<file path="src/rtl/bounded_rng_pkg.sv">
// Shared definitions for bounded_rng: FSM state encoding, Galois LFSR tap
// masks per supported width (16/32/64/128), and the bit-smearing helpers
// used to build the rejection mask and to step the LFSR.
package bounded_rng_pkg;

    typedef enum logic [1:0] {
        S_IDLE = 2'd0,
        S_DRAW = 2'd1,
        S_HOLD = 2'd2
    } state_e;

    // Galois (right-shifting) tap masks; bit k-1 set for polynomial term x^k.
    // 16:  x^16 + x^15 + x^13 + x^4 + 1
    // 32:  x^32 + x^22 + x^2 + x + 1
    // 64:  x^64 + x^63 + x^61 + x^60 + 1
    // 128: x^128 + x^126 + x^101 + x^99 + 1
    localparam logic [127:0] TAPS_16  = 128'h0000_D008;
    localparam logic [127:0] TAPS_32  = 128'h8020_0003;
    localparam logic [127:0] TAPS_64  = 128'hD800_0000_0000_0000;
    localparam logic [127:0] TAPS_128 = 128'hA000_0014_0000_0000_0000_0000_0000_0000;

    function automatic logic [127:0] lfsr_taps(input int width);
        logic [127:0] t;
        case (width)
            16:      t = TAPS_16;
            64:      t = TAPS_64;
            128:     t = TAPS_128;
            default: t = TAPS_32;
        endcase
        return t;
    endfunction

    // One Galois step; operands are zero-extended to 128 bits by the caller.
    function automatic logic [127:0] galois_step(input logic [127:0] s,
                                                 input logic [127:0] taps);
        return (s >> 1) ^ (s[0] ? taps : 128'd0);
    endfunction

    // All ones from the most significant set bit downwards.
    function automatic logic [127:0] smear_mask(input logic [127:0] v);
        logic [127:0] m;
        m = v;
        for (int sh = 1; sh < 128; sh = sh * 2) begin
            m = m | (m >> sh);
        end
        return m;
    endfunction

endpackage

</file>
<file path="src/rtl/rng_lfsr.sv">
// Maximal-length Galois LFSR of WIDTH bits. Steps only when asked, can be
// loaded with an external value, and never holds zero (zero loads and a
// zero SEED are replaced by 1).
module rng_lfsr
    import bounded_rng_pkg::*;
#(
    parameter int               WIDTH = 32,
    parameter logic [WIDTH-1:0] SEED  = WIDTH'(7823)
) (
    input  logic             clk,
    input  logic             rst,
    input  logic             step,
    input  logic             load,
    input  logic [WIDTH-1:0] load_val,
    output logic [WIDTH-1:0] state
);

    localparam logic [WIDTH-1:0] RESET_VAL = (SEED == '0) ? WIDTH'(1) : SEED;
    localparam logic [127:0]     TAPS      = lfsr_taps(WIDTH);

    logic [WIDTH-1:0] state_q;
    logic [WIDTH-1:0] state_d;

    // Next state: load wins over step, otherwise hold.
    always_comb begin
        state_d = state_q;
        if (load) begin
            state_d = (load_val == '0) ? WIDTH'(1) : load_val;
        end else if (step) begin
            state_d = WIDTH'(galois_step(128'(state_q), TAPS));
        end
    end

    // State register, reseeded by reset.
    always_ff @(posedge clk) begin
        if (rst) begin
            state_q <= RESET_VAL;
        end else begin
            state_q <= state_d;
        end
    end

    assign state = state_q;

endmodule

</file>
<file path="src/rtl/bounded_rng.sv">
// bounded_rng: returns a uniformly distributed value in [1, bound-1] by
// masked rejection sampling on a Galois LFSR. A request is accepted only in
// IDLE; DRAW tries one candidate per cycle; HOLD presents the result until
// the consumer takes it. Too many rejections or bound<2 give an err pulse.
// Optional macro BOUNDED_RNG_RESEED_EN adds seed_load/seed_val for runtime
// reseeding in IDLE.
module bounded_rng
    import bounded_rng_pkg::*;
#(
    parameter int               WIDTH     = 32,
    parameter logic [WIDTH-1:0] SEED      = WIDTH'(7823),
    parameter int               MAX_TRIES = 64
) (
    input  logic             clk,
    input  logic             rst,
    input  logic             req,
    input  logic [WIDTH-1:0] bound,
    output logic [WIDTH-1:0] rnd,
    output logic             valid,
    input  logic             ready,
    output logic             busy,
    output logic             err
`ifdef BOUNDED_RNG_RESEED_EN
    ,
    input  logic             seed_load,
    input  logic [WIDTH-1:0] seed_val
`endif
);

    localparam int               TRY_W    = (MAX_TRIES < 2) ? 1 : $clog2(MAX_TRIES);
    localparam logic [TRY_W-1:0] LAST_TRY = TRY_W'(MAX_TRIES - 1);
    localparam logic [127:0]     TAPS     = lfsr_taps(WIDTH);

    state_e           state_q;
    logic [WIDTH-1:0] rnd_q;
    logic             valid_q;
    logic             busy_q;
    logic             err_q;
    logic [TRY_W-1:0] tries_q;
    logic [WIDTH-1:0] bound_q;
    logic [WIDTH-1:0] mask_q;
    logic [WIDTH-1:0] mask_d;
    logic [WIDTH-1:0] lfsr_state;
    logic [WIDTH-1:0] cand;
    logic             cand_ok;
    logic             seed_take;
    logic [WIDTH-1:0] seed_word;
    logic             req_take;

`ifdef BOUNDED_RNG_RESEED_EN
    assign seed_take = seed_load && (state_q == S_IDLE);
    assign seed_word = seed_val;
`else
    assign seed_take = 1'b0;
    assign seed_word = '0;
`endif

    // A reseed in IDLE swallows any simultaneous request.
    assign req_take = req && !seed_take && (state_q == S_IDLE);
    assign mask_d   = WIDTH'(smear_mask(128'(bound - WIDTH'(1))));

    // Candidate is the value the LFSR moves to on this DRAW cycle.
    assign cand    = WIDTH'(galois_step(128'(lfsr_state), TAPS)) & mask_q;
    assign cand_ok = (cand != '0) && (cand < bound_q);

    rng_lfsr #(
        .WIDTH (WIDTH),
        .SEED  (SEED)
    ) u_lfsr (
        .clk      (clk),
        .rst      (rst),
        .step     (state_q == S_DRAW),
        .load     (seed_take),
        .load_val (seed_word),
        .state    (lfsr_state)
    );

    // Request operands, captured on acceptance and frozen afterwards.
    always_ff @(posedge clk) begin
        if (req_take) begin
            bound_q <= bound;
            mask_q  <= mask_d;
        end
    end

    // Control FSM with registered outputs.
    always_ff @(posedge clk) begin
        if (rst) begin
            state_q <= S_IDLE;
            rnd_q   <= '0;
            valid_q <= 1'b0;
            busy_q  <= 1'b0;
            err_q   <= 1'b0;
            tries_q <= '0;
        end else begin
            err_q <= 1'b0;
            case (state_q)
                S_IDLE: begin
                    if (req_take) begin
                        if (bound < WIDTH'(2)) begin
                            err_q <= 1'b1;
                        end else begin
                            tries_q <= '0;
                            busy_q  <= 1'b1;
                            state_q <= S_DRAW;
                        end
                    end
                end
                S_DRAW: begin
                    if (cand_ok) begin
                        rnd_q   <= cand;
                        valid_q <= 1'b1;
                        busy_q  <= 1'b0;
                        state_q <= S_HOLD;
                    end else if (tries_q == LAST_TRY) begin
                        err_q   <= 1'b1;
                        busy_q  <= 1'b0;
                        state_q <= S_IDLE;
                    end else begin
                        tries_q <= tries_q + TRY_W'(1);
                    end
                end
                S_HOLD: begin
                    if (ready) begin
                        valid_q <= 1'b0;
                        state_q <= S_IDLE;
                    end
                end
                default: begin
                    state_q <= S_IDLE;
                    valid_q <= 1'b0;
                    busy_q  <= 1'b0;
                end
            endcase
        end
    end

    assign rnd   = rnd_q;
    assign valid = valid_q;
    assign busy  = busy_q;
    assign err   = err_q;

endmodule

</file>
<file path="config.mk">
export PLATFORM = sky130hd
export DESIGN_NAME = bounded_rng
export DESIGN_NICKNAME = d
export VERILOG_FILES = /design/src/rtl/bounded_rng_pkg.sv /design/src/rtl/rng_lfsr.sv /design/src/rtl/bounded_rng.sv
export SDC_FILE = /design/constraint.sdc
export NUM_CORES = 1
export LEC_CHECK = 0
export CORE_MARGIN = 3
export CORE_UTILIZATION = 35
export DETAILED_ROUTE_END_ITERATION = 16
export SLEW_MARGIN = 10
export SYNTH_ARGS = -nofsm -noshare
export SYNTH_HDL_FRONTEND = slang
export SYNTH_HIERARCHICAL = 1
export SYNTH_SLANG_ARGS = --single-unit
</file>
<file path="constraint.sdc">
create_clock -name clk -period 4.2 [get_ports clk]
set_clock_uncertainty 0.05 [all_clocks]
set_input_delay 1.26 -clock clk [delete_from_list [all_inputs] [get_ports clk]]
set_output_delay 1.26 -clock clk [all_outputs]
set_load 0.02 [all_outputs]
</file>
* Word-level counts from Yosys, hierarchy flattened *
Index checks and enable logic that the tools add are counted.

operators by class
  eq/ne operators = 10
  bitwise logic cells = 11
  divide/modulo/power cells = 0
  $lt $le $gt $ge = 2
  multiply operators = 0
  shift operators = 0
  reduce and logical (&&, ||, !) cells = 10
  $add $sub $neg = 2
  multiplexer cells = 25

operators with widths
  kind                   number
  $or 128x112->128       1
  $or 128x120->128       1
  $or 128x124->128       1
  $or 128x126->128       1
  $or 128x127->128       1
  $or 96x96->96          1
  $sub 32x1->33 const B  1
  $and 32x32->32         1
  $lt 32x2->1 const B    1
  $lt 32x32->1           1
  $mux 32                1
  $or 32x32->32          1
  $reduce_bool 32->1     1
  $xor 31x32->32         1
  $mux 6                 4
  $ne 2x2->1 const B     6
  $pmux 6 s2             1
  $mux 1                 10
  $mux 2                 5
  $reduce_and 4->1       2
  $add 6x1->6 const B    1
  $eq 6x6->1 const B     1
  $pmux 1 s3             2
  $pmux 2 s3             1
  other kinds (11)       13

word-level totals
  bits in latches = 0
  register bits = 139
  memory bits (writable) = 0
  output and inout port bits = 35
  memories kept = 0
  bits in read-only memories = 0

* Longest topological paths before layout *
  depth in word-level cells = 8
  mapped depth = 12
  depth with buffers taken out = 10

* Modules after synthesis *
Netlist, hierarchy kept.

by module, submodules not included
  module       cells each  area each (µm²)  instances  seq. area each (µm²)
  bounded_rng  649         6135.9           1          2782.7
  rng_lfsr     178         1604.0           1          640.6

* Least setup slack after synthesis *
No wires, ideal clock.

  kind = input -> register
  start point = input bound[1]
  end point = register mask_q[11] (data pin)
  path slack = 157 ps
  cell stages on the path = 11
  data arrival time = 3729 ps
  cell sequence = inv_1 -> ha_1 -> clkbuf_1 -> inv_1 -> nor4_2 -> a31oi_1 -> o41a_1 -> or4_4 -> nor4_4 -> buf_6 -> nand3_1

on the way
  word-level cells in the longest chain between the ends = 8

ends and longest elaborated chain
  item                  RTL line               RTL
  start, declared       bounded_rng.sv:17      input logic [WIDTH-1:0] bound,
  $sub 32x1->33         bounded_rng.sv:60      assign mask_d = WIDTH'(smear_mask(128'(bound - WIDTH'(1))));
  $or 128x127->128      bounded_rng_pkg.sv:44  m = m | (m >> sh);
  $or 128x126->128      bounded_rng_pkg.sv:44
  $or 128x124->128      bounded_rng_pkg.sv:44
  $or 128x120->128      bounded_rng_pkg.sv:44
  $or 128x112->128      bounded_rng_pkg.sv:44
  $or 96x96->96         bounded_rng_pkg.sv:44
  $or 32x32->32         bounded_rng_pkg.sv:44
  named net mask_d[11]  bounded_rng.sv:42      logic [WIDTH-1:0] mask_d;
  end signal, assigned  bounded_rng.sv:82      mask_q <= mask_d;
  end, declared         bounded_rng.sv:41      logic [WIDTH-1:0] mask_q;

The timed path passes the listed nets, and every way through them passes these cells.
A chain may end at the register's enable or synchronous reset.

* Worst setup path after layout *
  start point = input bound[1]
  end point = register mask_q[4] (data pin)

Same word-level chain as after synthesis.

==> implementation parameters <==
Parameter                              Value

Status
  Outcome ... complete, no violations

Clocking
  Clock tree from TritonCTS ... built
  CTS resizes ... 0
  Clock tree root buffer cell ... sky130_fd_sc_hd__clkbuf_16
  CTS Hold Buffers Added ... 0
  Clock-pin slew on the worst setup and hold paths ... ~0.060 ns
  Number of buffers on the longest clock path ... 2
  CTS H-tree depth ... 4
  TritonCTS sink count ... 139
  Post CTS Setup Buffer Count ... 0
  Clock latency of the later-clocked register in the worst-skew pair ... between 0.4 and 0.5 ns
  Total clock buffers created by CTS ... 17

Synthesis
  Sequential element share of the synthesized area ... 0.442
  Syn Area/Cell ... between 9 and 10 sq um
  EDFF count, synth ... 64
  Share of the synthesized area in the top cell type ... 0.248
  Synthesized cell area ... 7740 sq um
  Library cell with the largest summed area after synthesis ... sky130_fd_sc_hd__edfxtp_1
  Most used DFF post-synth ... sky130_fd_sc_hd__dfxtp_1
  Post-synthesis sequential element count ... 139
  Number of distinct library cells after synthesis ... 73
  Top cells by area in the synthesized netlist ... sky130_fd_sc_hd__edfxtp_1 (25%), sky130_fd_sc_hd__dfxtp_1 (19%), sky130_fd_sc_hd__ha_1 (5.5%)
  Proportion of register bits with asynchronous set or reset after synthesis ... 0
  YS warnings ... 6
  Post-Syn Instances ... about 830

Setup path
  Required arrival time at the worst endpoint ... between 4 and 5 ns
  Arr. time, crit path ... 4.09 ns
  Maximum cell stage delay along the critical path ... 0.60 ns
  Category of the worst setup path launch point ... input port
  Worst-case register-to-register setup slack ... 0.93 ns
  Buf+Inv Stages, Crit Path ... 2
  Family with the most delay on the worst path ... simple AND/OR/NAND/NOR gates
  Largest driver fanout on the critical path ... 18
  Library cell contributing the largest single delay on the critical path ... sky130_fd_sc_hd__or4_1
  Class of the most critical setup path ... in2reg
  Cell chain of the critical path ... clkdlybuf4s50_1 > or4_1 > nor4_2 > a31oi_1 > o41a_1 > or4_4 > nor4_4 > buf_12 > o2111ai_1
  Endpoint class of the critical path ... flop

Run
  # Max-Cap Violations ... 0

Cells and area
  Most common cell after layout, fill and taps aside ... sky130_fd_sc_hd__nor2_1
  Layout cell share with drive strength beyond 1 ... 0.134
  Sequential Area ... 3420 sq um
  Area added between synthesis and finish ... 29.6%
  Final-stage net count ... 1084
  Most frequent cells in the layout ... sky130_fd_sc_hd__nor2_1 (79), sky130_fd_sc_hd__buf_4 (76), sky130_fd_sc_hd__dfxtp_1 (75)
  Multi-input logic area ... around 4100 sq um
  Layout filler cell count ... 2096
  Utilization after layout ... 0.470
  Ant. Diodes ... 0

Timing
  Setup violations, final ... 0
  Post-layout min period ... 3.99 ns
  Max Slew Vio Count ... 0
  Remaining max-slew budget at the tightest pin ... 0.464
  PnR worst setup slack ... 0.213 ns
  Post-route fraction of the period consumed by the critical path ... 0.949
  Unrepaired setup endpoints after global routing ... false
  Worst-margin pin slew ... ~0.8 ns
  Final hold violation count ... 0
  WHS ... around 0.4 ns
  Post-Route Setup TNS ... 0 ns
  Top achievable clock speed ... 251 MHz

GRT
  Total gr overflow ... 0
  Wire length of the first global-routing pass ... roughly 33000 um
  Via count of the first global-routing pass ... 5988
  Largest net degree at the start of global routing ... 65
  Total track usage ... 0.172
  Antenna violations before repair ... 0

Routing
  Final routed wirelength across all metal layers ... 20400 um
  Vias after detailed routing ... 6528
  Vias per inst ... 5.01
  Residual DRC count ... 0
  Antenna viol nets, final ... 0
  Detailed router's first-iteration violation count ... 563
  Initial DRT Pass Iterations ... 5
  Average routed wire per standard cell ... 15.7 um

Place
  Port bufs ... 70
  Worst setup timing slack at the placement stage ... -0.230 ns
  Global placer's final weighted congestion ... 0.828
  HPWL after detailed placement ... between 15000 and 20000 um

Hold path
  Class of the tightest hold or removal check ... reg2reg

Floorplanning
  Core ar. ... 21400 sq um
  Top-level I/O count ... 71
  Total Die Area ... 23900 sq um
  Standard-cell row count ... 53
  Initial cell density of the core ... 0.362
  Die boundary width ... roughly 150 um
  Height of the die ... 155 um

Power and ir drop
  Leak Pwr ... roughly 0.0038 uW
  Peak supply drop ... 0.000305 V
  Total power divided by cell area ... 367 nW/um^2
[worst min-delay path: stages, from the launching register on]
cell and delay [ns]:
sky130_fd_sc_hd__dfxtp_1 0.30, sky130_fd_sc_hd__nand2_1 0.05, sky130_fd_sc_hd__a21oi_1 0.05
[metrics by stage]
stage,total power (uW),instances,area [sq um]
2_1_floorplan,1890,893,7990
3_3_place_gp,2090,1270,9400
3_5_place_dp,2090,1270,9400
4_1_cts,3710,1302,10000
5_1_grt,3840,1302,10000
6_report,3680,1302,10000
[flip-flops by register name, summed over array words and instances, names as in the netlist]
signal        count
bound_q          32
mask_q           32
rnd              32
u_lfsr/state     32
tries_q           6
state_q           2
busy              1
err               1
valid             1
[path summary, 6_finish.rpt]
check / from / to / depth (start not counted)
hold / removal: valid$_SDFFE_PP0P_ / valid$_SDFFE_PP0P_ / 2
setup reg to reg: u_lfsr/state[0]$_SDFFE_PP1P_ / tries_q[3]$_SDFFE_PP0P_ / 10
setup / recovery: bound[1] / mask_q[4]$_DFFE_PP_ / 9
hold reg to reg: valid$_SDFFE_PP0P_ / valid$_SDFFE_PP0P_ / 2
[final cells by class]
type / count / area share
Tap cell: 275 / 0.0343
Multi-Input combinational cell: 661 / 0.412
Timing Repair Buffer: 149 / 0.132
Sequential cell: 139 / 0.341
Clock inverter: 12 / 0.0195
Inverter: 46 / 0.0172
Clock buffer: 20 / 0.0435
[synthesized netlist by cell type, drive strengths merged, types with 6 or more instances]
| master | n |
|---|---|
| a31oi | 7 |
| nand2 | 26 |
| edfxtp | 64 |
| nor2b | 6 |
| nand4 | 17 |
| inv | 45 |
| buf | 14 |
| dfxtp | 75 |
| nor2 | 80 |
| and2 | 34 |
| nand2b | 13 |
| or2 | 7 |
| o21ai | 44 |
| nand3 | 49 |
| mux2 | 7 |
| xor2 | 7 |
| or4 | 9 |
| nor3 | 17 |
| a211oi | 8 |
| nor4 | 21 |
| and4 | 6 |
| mux2i | 30 |
| a21o | 9 |
| xnor2 | 17 |
| clkbuf | 33 |
| ha | 34 |
| o31ai | 6 |
| a21oi | 74 |
[report_power, final]
part / internal (uW) / switching (uW)
Sequential: 1490 / 33.0
Clock: 1050 / 560
Combinational: 229 / 320
Total: 2770 / 913
[kinds of logic (layout without fill, tap and decap cells)]
group                    count (synthesis)  count (layout)  synth area share
AO/OA/AOI/OAI                          185             185             0.146
XOR/XNOR                                24              24            0.0272
adder cells (fa/ha/maj)                 34              34            0.0550
buffers and inverters                   93             227            0.0556
flip-flops                             139             139             0.442
multiplexers                            37              37            0.0490
other                                    1              67          0.000485
AND/OR/NAND/NOR                        314             314             0.225
[routing by layer]
| metal | part of all wire | global-route usage |
|---|---|---|
| met3 | 0.045 | 0.0341 |
| met5 | 0 | 0 |
| met2 | 0.42 | 0.240 |
| met4 | 0.019 | 0.0500 |
| met1 | 0.51 | 0.266 |
No activity file was read; power rests on OpenSTA's default activity.
